**src/rtl/irq_controller_mc.sv**
```systemverilog
// Multi-source interrupt controller: level/edge sources, per-source mask, fixed lowest-index priority, exc/irq/mret nesting.
// Latency: combinational; irq_o/irq_ack_o/irq_cause_o/irq_ret_o are valid in the same cycle as the request; state updates on the next edge.
// Backpressure: none; a blocked level source must be held by its peripheral, a blocked edge source stays latched in pend_q.
module irq_controller_mc #(
    parameter int                 N_IRQ      = 16,
    parameter logic [N_IRQ-1:0]   EDGE_MASK  = '0,
    parameter logic [31:0]        CAUSE_BASE = 32'h1000_0010
) (
    input  logic              clk_i,
    input  logic              rst_i,
    input  logic              exception_i,
    input  logic              mret_i,
    input  logic              mie_i,
    input  logic [N_IRQ-1:0]  irq_mask_i,
    input  logic [N_IRQ-1:0]  irq_req_i,
    output logic              irq_o,
    output logic [31:0]       irq_cause_o,
    output logic              irq_ret_o,
    output logic [N_IRQ-1:0]  irq_ack_o
);

    localparam int IW = (N_IRQ > 1) ? $clog2(N_IRQ) : 1;

    logic              exc_h;
    logic              irq_h;
    logic [N_IRQ-1:0]  req_q;
    logic [N_IRQ-1:0]  pend_q;
    logic [IW-1:0]     act_id_q;

    logic [N_IRQ-1:0]  rise;
    logic [N_IRQ-1:0]  eff;
    logic [N_IRQ-1:0]  cand;
    logic [IW-1:0]     win_id;
    logic              busy;

    assign rise = irq_req_i & ~req_q;
    // Edge sources see the latched-or-new edge, level sources see the raw line.
    assign eff  = (EDGE_MASK & (pend_q | rise)) | (~EDGE_MASK & irq_req_i);
    assign cand = eff & irq_mask_i & {N_IRQ{mie_i}};
    assign busy = exc_h | irq_h;

    // Fixed priority: scan from the top so the lowest-index candidate is written last.
    always_comb begin
        win_id = '0;
        for (int i = N_IRQ - 1; i >= 0; i--) begin
            if (cand[i]) begin
                win_id = IW'(i);
            end
        end
    end

    // Interrupts never preempt a handler and always lose to a same-cycle exception.
    always_comb begin
        irq_o     = (cand != '0) & ~busy & ~exception_i;
        irq_ack_o = irq_o ? (N_IRQ'(1) << win_id) : '0;
        irq_ret_o = mret_i & irq_h & ~exc_h;
        if (irq_h) begin
            irq_cause_o = CAUSE_BASE + 32'(act_id_q);
        end else begin
            irq_cause_o = CAUSE_BASE + 32'(win_id);
        end
    end

    // Handler nesting flags, active id, edge history and pending latches.
    always_ff @(posedge clk_i) begin
        if (rst_i) begin
            exc_h    <= 1'b0;
            irq_h    <= 1'b0;
            req_q    <= '0;
            pend_q   <= '0;
            act_id_q <= '0;
        end else begin
            // Exception entry wins over a same-cycle mret leaving an exception.
            if (exception_i) begin
                exc_h <= 1'b1;
            end else if (mret_i && exc_h) begin
                exc_h <= 1'b0;
            end

            if (irq_o) begin
                irq_h    <= 1'b1;
                act_id_q <= win_id;
            end else if (irq_ret_o) begin
                irq_h <= 1'b0;
            end

            // Edges latch regardless of enables; only the acked source is consumed.
            pend_q <= (pend_q | rise) & ~irq_ack_o & EDGE_MASK;
            req_q  <= irq_req_i;
        end
    end

endmodule

```
**config.mk**
```make
export PLATFORM = sky130hd
export DESIGN_NAME = irq_controller_mc
export DESIGN_NICKNAME = d
export VERILOG_FILES = /design/src/rtl/irq_controller_mc.sv
export SDC_FILE = /design/constraint.sdc
export NUM_CORES = 1
export LEC_CHECK = 0
export CORE_MARGIN = 2
export CORE_UTILIZATION = 36
export DETAILED_ROUTE_END_ITERATION = 7
export PLACE_DENSITY = 0.86
export SYNTH_ARGS = -nofsm -noshare
export SYNTH_HDL_FRONTEND = slang
export SYNTH_SLANG_ARGS = --single-unit
```
**constraint.sdc**
```tcl
create_clock -name clk_i -period 2.6 [get_ports clk_i]
set_clock_uncertainty 0.15 [all_clocks]
set_input_delay 0.39 -clock clk_i [delete_from_list [all_inputs] [get_ports clk_i]]
set_output_delay 0.39 -clock clk_i [all_outputs]
set_load 0.02 [all_outputs]
```
* Word-level counts from Yosys, hierarchy flattened
Cells that the tools add are included.
** Storage, ports and cells
- Bits in registers :: 6
- Output and inout bits :: 50
** Cells by class
- $add $sub $neg :: 2
- Shifts and indexed selects :: 1
- Mux-type cells :: 22
- Bitwise logic cells :: 10
- Reduce and logical (&&, ||, !) cells :: 4
** Operators with widths (number)
- $mux W4 :: 16
- $add A29 B4 Y30 const A :: 2
- $and A16 B16 Y16 :: 2
- $mux W30 :: 1
- $mux W16 :: 1
- $reduce_bool A16 Y1 :: 1
- $shl A1 B4 Y16 const A :: 1
- $and A1 B1 Y1 :: 4
- $mux W1 :: 4
- $reduce_bool A2 Y1 :: 2
- $not A1 Y1 :: 3
- $logic_and A1 B1 Y1 :: 1
- $or A1 B1 Y1 :: 1

* Longest topological paths before layout
Gate-level depths: netlist (run 1).
- Word-level depth :: 20
- Mapped depth :: 7
- Gate-level depth less buffers :: 6

* Worst setup path before layout (run 1)
OpenSTA, ideal clock, no wires.
- Kind :: input port to output port
- Start :: in irq_req_i[1]
- End :: out irq_ack_o[4]
- Arrival :: 1765 ps
- Data required time :: 2060 ps
- Path slack :: 295 ps
- Stages :: 5
- Path buffers :: 0
- Cells stage by stage :: a22oi_2 > or2b_4 > nand2_2 > or3_4 > nor3b_1
** Between the ends
- Cells in the longest elaborated chain, start to end :: 6
** Ends and longest elaborated chain
- start: declaration :: line 15 : input logic [N_IRQ-1:0] irq_req_i,
- $and A16 B16 Y16 (*) (2 in a row) :: line 39 : assign cand = eff & irq_mask_i & {N_IRQ{mie_i}};
- $reduce_bool A16 Y1 or $mux W4 (tied branches) :: line 54, 46
- $and A1 B1 Y1 or $mux W4 (tied branches) :: line 54, 46
- $and A1 B1 Y1 or $shl A1 B4 Y16 (tied branches) :: line 54, 55
- $mux W16 (*) :: line 55 : irq_ack_o = irq_o ? (N_IRQ'(1) << win_id) : '0;
- end: declaration :: line 19 : output logic [N_IRQ-1:0] irq_ack_o
Every way passes the cells marked *; elsewhere a longest branch is shown, timed or not.

* Worst setup path in the final report (run 1)
- Start :: in irq_req_i[11]
- End :: out irq_ack_o[13]
** Between the ends
- Cells in the longest elaborated chain, start to end :: 16
** Ends and longest elaborated chain
- $and A16 B16 Y16 (*) (2 in a row) :: line 39
- $mux W4 (12 in a row) :: line 46 : if (cand[i]) begin
- $shl A1 B4 Y16 :: line 55
- $mux W16 (*) :: line 55
Marked as above.

==> qor.yml, run 1 <==
status: "finished clean"
crit_required_ps: 2060
synth_xor_area_share_pct: 0
crit_chain: "dlygate4sd2_1, a22oi_4, buf_4, o2111ai_2, or3_4, nor3b_2, buf_4"
place_area_sq_um: 1768
rrSetupSlack_ps: 1000
cp.buffers_inverters: 3
cp.depth: 7
die_h_um: 59.68
hold_viol_final: 0
dieArea_sq_um: 3562
core_area_sq_um: 3003
grt_pass1_wl_um: 5416
cts_buffers: 3
num_vias: 1276
ys_ff_latch: 6
placed_cells: 246
clock_sinks: 6
yosysMostFrequentCell: "buf_4"
start_util_pct: 37.17
drcViolationCount: 0
htree_levels: 1
use_met2_pct: 34.47
utilization_pct: 64.75
ios: 87
power.density_nw_per_um2: 271.2
path_max_fanout: 4
min_period_over_period_pct: 97.05
start_kind: "input pin"
maxCapViolCount: 0
nets: 261
grt_max_degree: 12
synth_cell_types: 46
synth_top_cell_by_area: "buf_4"
crit_type: "in -> out"
muxShareOfSynthArea_pct: 0
antenna_found_initial: 0
synthAdderAreaFrac_pct: 0
avgSynthCellArea_sq_um: 8.087
setup_violations: 0
clk_pin_slew_worst_paths_ps: 40
insertion_delay_ps: 250
synthArstFlopShare_pct: 0
cts_max_path_buffers: 2
crit_end: "irq_ack_o[13]"
gr-usage-met3_pct: 2.597
rows: 20
yosys_warnings: 0
hp-class: "reg -> reg"
area_growth_pct: 74.21
die_w_um: 59.68
gp_congestion: 0.8535
viasPerCell: 5.004
r2r-start: "irq_h$_SDFFE_PP0P_"
drt-pass1-iter-count: 4
synth_top_cell_area_share_pct: 19.51
grtUsageMet1_pct: 25.10
critPathTopFamily: "simple AND/OR/NAND/NOR gates"
port_buffers: 58
cpMostUsedCell: "buf_4"
cts_tree: "built"
ir_drop_uv: 141.1
synth_area_sq_um: 1116
slew_violations: 0
dpl.hpwl_um: 2665
crit_start: "irq_req_i[11]"
total_leakage_power_nw: 0.9922
synth-main-ff-cell: "dfxtp_1"
grt_pass1_vias: 1261
postLayoutCellArea_sq_um: 1944
diodes: 0
critPathSlowestCell: "or3_4"
synthTopCellsByCount: "buf_4, nand2_1, nor3_1"
instances_no_fill: 255
yosys-top-cells-area: "buf_4, dfxtp_1, a22oi_4"
end_kind: "output port"
first_iter_violations: 40
synth_simple_gate_area_share_pct: 30.38
max_freq_ghz: 0.3963
postSynthCellCount: 138
overflow: 0
cpPeakStageDelay_ps: 480
cts_root_buf: "clkbuf_4"
cp_data_arrival_time_ps: 1980
p_total_mw: 0.5273
reg2reg_depth: 6
grt_use_total_pct: 19.51
finalCriticalPeriod_ps: 2523
drive_gt1_share_pct: 41.89
final_antenna_net_count: 0
synth-seq-area-share_pct: 10.76
synth_enable_flop_cells: 0
routed_wl_um: 3428
synth_top_family_by_area: "compound AO/OA/AOI/OAI gates"
synth_compound_area_share_pct: 36.32
timing.rr.end: "act_id_q[0]$_SDFFE_PP0P_"
post_drt_wl_per_cell_um: 13.44
grt.busiest_layer: "met2"
## worst min-delay path, cell delays in order, from the launching register on
cell	delay [ps]
dfxtp_1	300
nand2_1	50
a21oi_1	60
## power breakdown
group          switching (mW)  internal [mW]
Clock                  0.0353         0.0523
Combinational           0.186          0.153
Sequential            0.00278         0.0979
## logic make-up (layout without fill, tap and decap cells)
logic type | count (synthesis) | in the layout
flops | 6 | 6
buf+inv | 34 | 92
compound gates | 41 | 41
other cells | 2 | 28
simple gates | 55 | 55
## sequential cells by signal, summed over array words and instances (netlist names)
register / flops
exc_h: 1
act_id_q: 4
irq_h: 1
## layer usage
metal | vias up | wire, um
li1 | 626 | -
met2 | 52 | 1719
met1 | 596 | 1504
met4 | 0 | 19
met5 | - | 0
met3 | 2 | 184
## through the flow
step | setup WS (ps) | hold WS (ps) | setup TNS [ps]
floorplan | 295.5 | 280.3 | 0
global placement | -543.4 | 293.3 | -9072
detailed placement | -593.9 | 304.5 | -9680
CTS | -160.6 | 310.5 | -160.6
global route | -5.701 | 332.0 | -7.484
finish | 76.63 | 308.7 | 0
## repair_timing
action,CTS,global route
hold buffers,0,0
pin swaps,13,14
endpoints found under the hold margin,0,0
gates resized for setup,128,29
setup endpoints to repair,21,19
setup buffers,3,3
gates cloned,0,0
## how the worst min path moves through the flow
stage                                  start                        to  cells after the start
floorplan           act_id_q[1]$_SDFFE_PP0P_  act_id_q[1]$_SDFFE_PP0P_                      2
finish              act_id_q[2]$_SDFFE_PP0P_  act_id_q[2]$_SDFFE_PP0P_                      2
global placement    act_id_q[2]$_SDFFE_PP0P_  act_id_q[2]$_SDFFE_PP0P_                      2
global route        act_id_q[2]$_SDFFE_PP0P_  act_id_q[2]$_SDFFE_PP0P_                      2
detailed placement  act_id_q[2]$_SDFFE_PP0P_  act_id_q[2]$_SDFFE_PP0P_                      2
CTS                 act_id_q[2]$_SDFFE_PP0P_  act_id_q[2]$_SDFFE_PP0P_                      2
## layout by cell type (no fill, tap or decap), drive strengths merged, types with 4 or more instances in the layout
master / synthesis / final
buf: 30 / 43
nand2: 16 / 16
dfxtp: 6 / 6
conb: 2 / 28
nor3: 12 / 12
a21oi: 7 / 7
dlymetal6s2s: 0 / 13
a22oi: 9 / 9
and2: 4 / 4
nor3b: 7 / 7
o21ai: 6 / 6
dlygate4sd2: 0 / 24
## final cells by class
cell class	count	area (sq um)
fill	261	1059
multi-input combinational	124	980.9
timing repair buffer	86	768.2
sequential	6	120.1
tap	33	41.29
clock buffer	3	22.52
inverter	3	11.26
Power figures use the tool's default switching activity.
==> run 2: changes to the inputs <==
ABC_AREA = 1   (was not set)
CAP_MARGIN = 15   (was not set)
CORE_UTILIZATION = 35   (was 36)
==> run 2 against run 1 <==
Net effect: sequential cell count is the same; design area fell by 13%; critical path depth up 2; synthesized cell count up 11%; combinational power rose by 5.9%; routed wire length decreased by 21%; critical endpoint is now irq_o; largest cell class unchanged.
==> qor.yml, run 2 <==
status: "finished clean"
cp.depth: 9
cts_buffers: 3
die_w_um: 59.13
core_area_sq_um: 2978
setup_violations: 0
num_vias: 1143
sw_frac_of_total_pct: 45.49
antenna_found_initial: 0
grt_max_degree: 10
area_growth_pct: 58.71
slew_violations: 0
final-seq-area_sq_um: 120.1
rows: 20
rrSetupSlack_ps: 1080
path_max_fanout: 8
clock_sinks: 6
drt-pass1-iter-count: 4
crit_type: "in -> out"
postSynthCellCount: 153
dpl.hpwl_um: 2134
cts_max_path_buffers: 2
die_h_um: 59.13
crit_chain: "clkdlybuf4s50_1, nand3_4, nand2_4, nor2_2, nand2_2, inv_2, a21oi_4, buf_4, dlygate4sd2_1"
combPwrFrac_pct: 64.6
hold_end: "act_id_q[3]$_SDFFE_PP0P_"
start_util_pct: 35.71
htree_levels: 1
synth_top_cell_by_area: "buf_4"
cts_root_buf: "clkbuf_4"
synthTopCellsByCount: "buf_4, nor2_1, nand2_1"
ir_drop_uv: 234.7
start_kind: "input pin"
timing.rr.end: "act_id_q[0]$_SDFFE_PP0P_"
maxCapViolCount: 0
pwr-share-clk_pct: 15.9
synth_area_sq_um: 1064
min_path_cells: 2
yosys_warnings: 0
reg2reg_depth: 7
num-fill-cells: 286
gp_congestion: 0.7565
max_freq_ghz: 0.4008
utilization_pct: 56.68
internal_power_mw: 0.3030
switching_power_mw: 0.2529
cts_tree: "built"
largestRegisters: "act_id_q (4), exc_h (1), irq_h (1)"
synth-seq-area-share_pct: 11.29
synthArstFlopShare_pct: 0
r2r-start: "irq_h$_SDFFE_PP0P_"
clk_pin_slew_worst_paths_ps: 50
first_iter_violations: 31
crit_required_ps: 2060
diodes: 0
cp.buffers_inverters: 4
dieArea_sq_um: 3496
ios: 87
nets: 265
synth_enable_flop_cells: 0
synth-main-ff-cell: "dfxtp_1"
total_leakage_power_nw: 0.8541
hold_path_startpoint: "act_id_q[3]$_SDFFE_PP0P_"
insertion_delay_ps: 250
power.density_nw_per_um2: 329.4
synth_cell_types: 29
yosys-top-cells-area: "buf_4, dfxtp_1, nor2_1"
drive_gt1_share_pct: 40.27
cpPeakStageDelay_ps: 530
cts_hold_buf: 0
cp_data_arrival_time_ps: 1950
min_period_over_period_pct: 95.95
critPathTopFamily: "buffers and inverters"
postLayoutCellArea_sq_um: 1688
grt_use_total_pct: 15.56
rsz0062_at_grt: "no"
largest_reg_flops: 4
end_kind: "output port"
layout_commonest_cell: "conb_1"
grt_pass1_vias: 1077
overflow: 0
grt_pass1_wl_um: 4264
ys_ff_latch: 6
routed_wl_um: 2703
hold_viol_final: 0
fin_tns_setup_ps: 0
yosysMostFrequentCell: "buf_4"
critPathSlowestCell: "clkdlybuf4s50_1"
final_cell_mix: "conb_1, nand2_1, nor2_1"
drcViolationCount: 0
port_buffers: 58
synth_top_cell_area_share_pct: 19.76
largest-register: "act_id_q"
place_area_sq_um: 1632
final_antenna_net_count: 0
finalCriticalPeriod_ps: 2495
post_drt_wl_per_cell_um: 10.44
p_seq_share_pct: 19.5
multi_input_comb_area_sq_um: 819.5
avgSynthCellArea_sq_um: 6.951
viasPerCell: 4.413
hp-class: "reg -> reg"
## run 2: changes by cell type after synthesis, sizes merged, moves of 3 or more
cell / before / now
a22o: 3 / 0
a22oi: 9 / 0
and2: 4 / 0
inv: 3 / 10
nand2: 16 / 35
nand3: 2 / 19
nand4: 1 / 4
nor2: 3 / 28
nor3: 12 / 1
nor3b: 7 / 0
o211ai: 3 / 0
or3: 3 / 0
## run 2: what timing repair did
action | in CTS | in global routing
setup endpoints to repair | 21 | 19
gates cloned | 0 | 0
pin swaps | 17 | 14
buffers inserted | 4 | 0
gates resized for setup | 91 | 39
## run 2: per-stage QoR
stage / instances / worst slack [ps] / power, mW / hold WS [ps]
floorplan: 179 / 292.2 / 0.3387 / 289.3
global placement: 252 / -727.9 / 0.4383 / 316.4
detailed placement: 252 / -778.8 / 0.4440 / 317.7
CTS: 259 / 2.776 / 0.5467 / 325.0
global route: 259 / 0.7152 / 0.6007 / 371.6
finish: 259 / 105.2 / 0.5559 / 324.8
## run 2: worst max-delay path by stage
stage,startpoint,end,slack (ps)
floorplan,mie_i,irq_ack_o[10],290
global placement,mie_i,irq_ack_o[0],-730
detailed placement,mie_i,irq_ack_o[13],-780
CTS,mie_i,irq_ack_o[3],3
global route,mie_i,irq_ack_o[1],0.7
finish,irq_req_i[0],irq_o,110
## run 2: metal layers
| metal | GRT usage (%) | wire length, um |
|---|---|---|
| met1 | 16.23 | 1041 |
| met2 | 31.11 | 1510 |
| met3 | 2.838 | 135 |
| met4 | 4.221 | 16 |
| met5 | 0 | 0 |
## run 2: kinds of logic (layout without fill, tap and decap cells)
group / after synthesis / after routing / share of synthesized area, %
AOI/OAI and AO/OA: 17 / 17 / 11.41
other: 2 / 28 / 0.7061
and+or+nand+nor: 87 / 87 / 50.00
buffers and inverters: 41 / 88 / 26.59
DFF: 6 / 6 / 11.29
## run 2: worst register-to-register path, stage by stage (launching register included)
cell and delay, ps:
dfxtp_1 460, inv_1 130, nand2_1 110, buf_4 130, a21oi_4 40, buf_4 160, o21ai_0 190, a21oi_2 40
## run 2: power by group through the flow
stage	combinational, mW	sequential [mW]	clock [mW]
finish	0.359	0.108	0.0883
global route	0.389	0.110	0.101
CTS	0.347	0.108	0.0915
detailed placement	0.334	0.110	0
global placement	0.329	0.110	0
floorplan	0.230	0.108	0
## run 2: final cells by class
class                      count  area share, %
multi-input combinational    132          48.55
timing repair buffer          74          37.58
sequential                     6          7.116
inverter                      11          2.965
tap                           33          2.446
clock buffer                   3          1.334
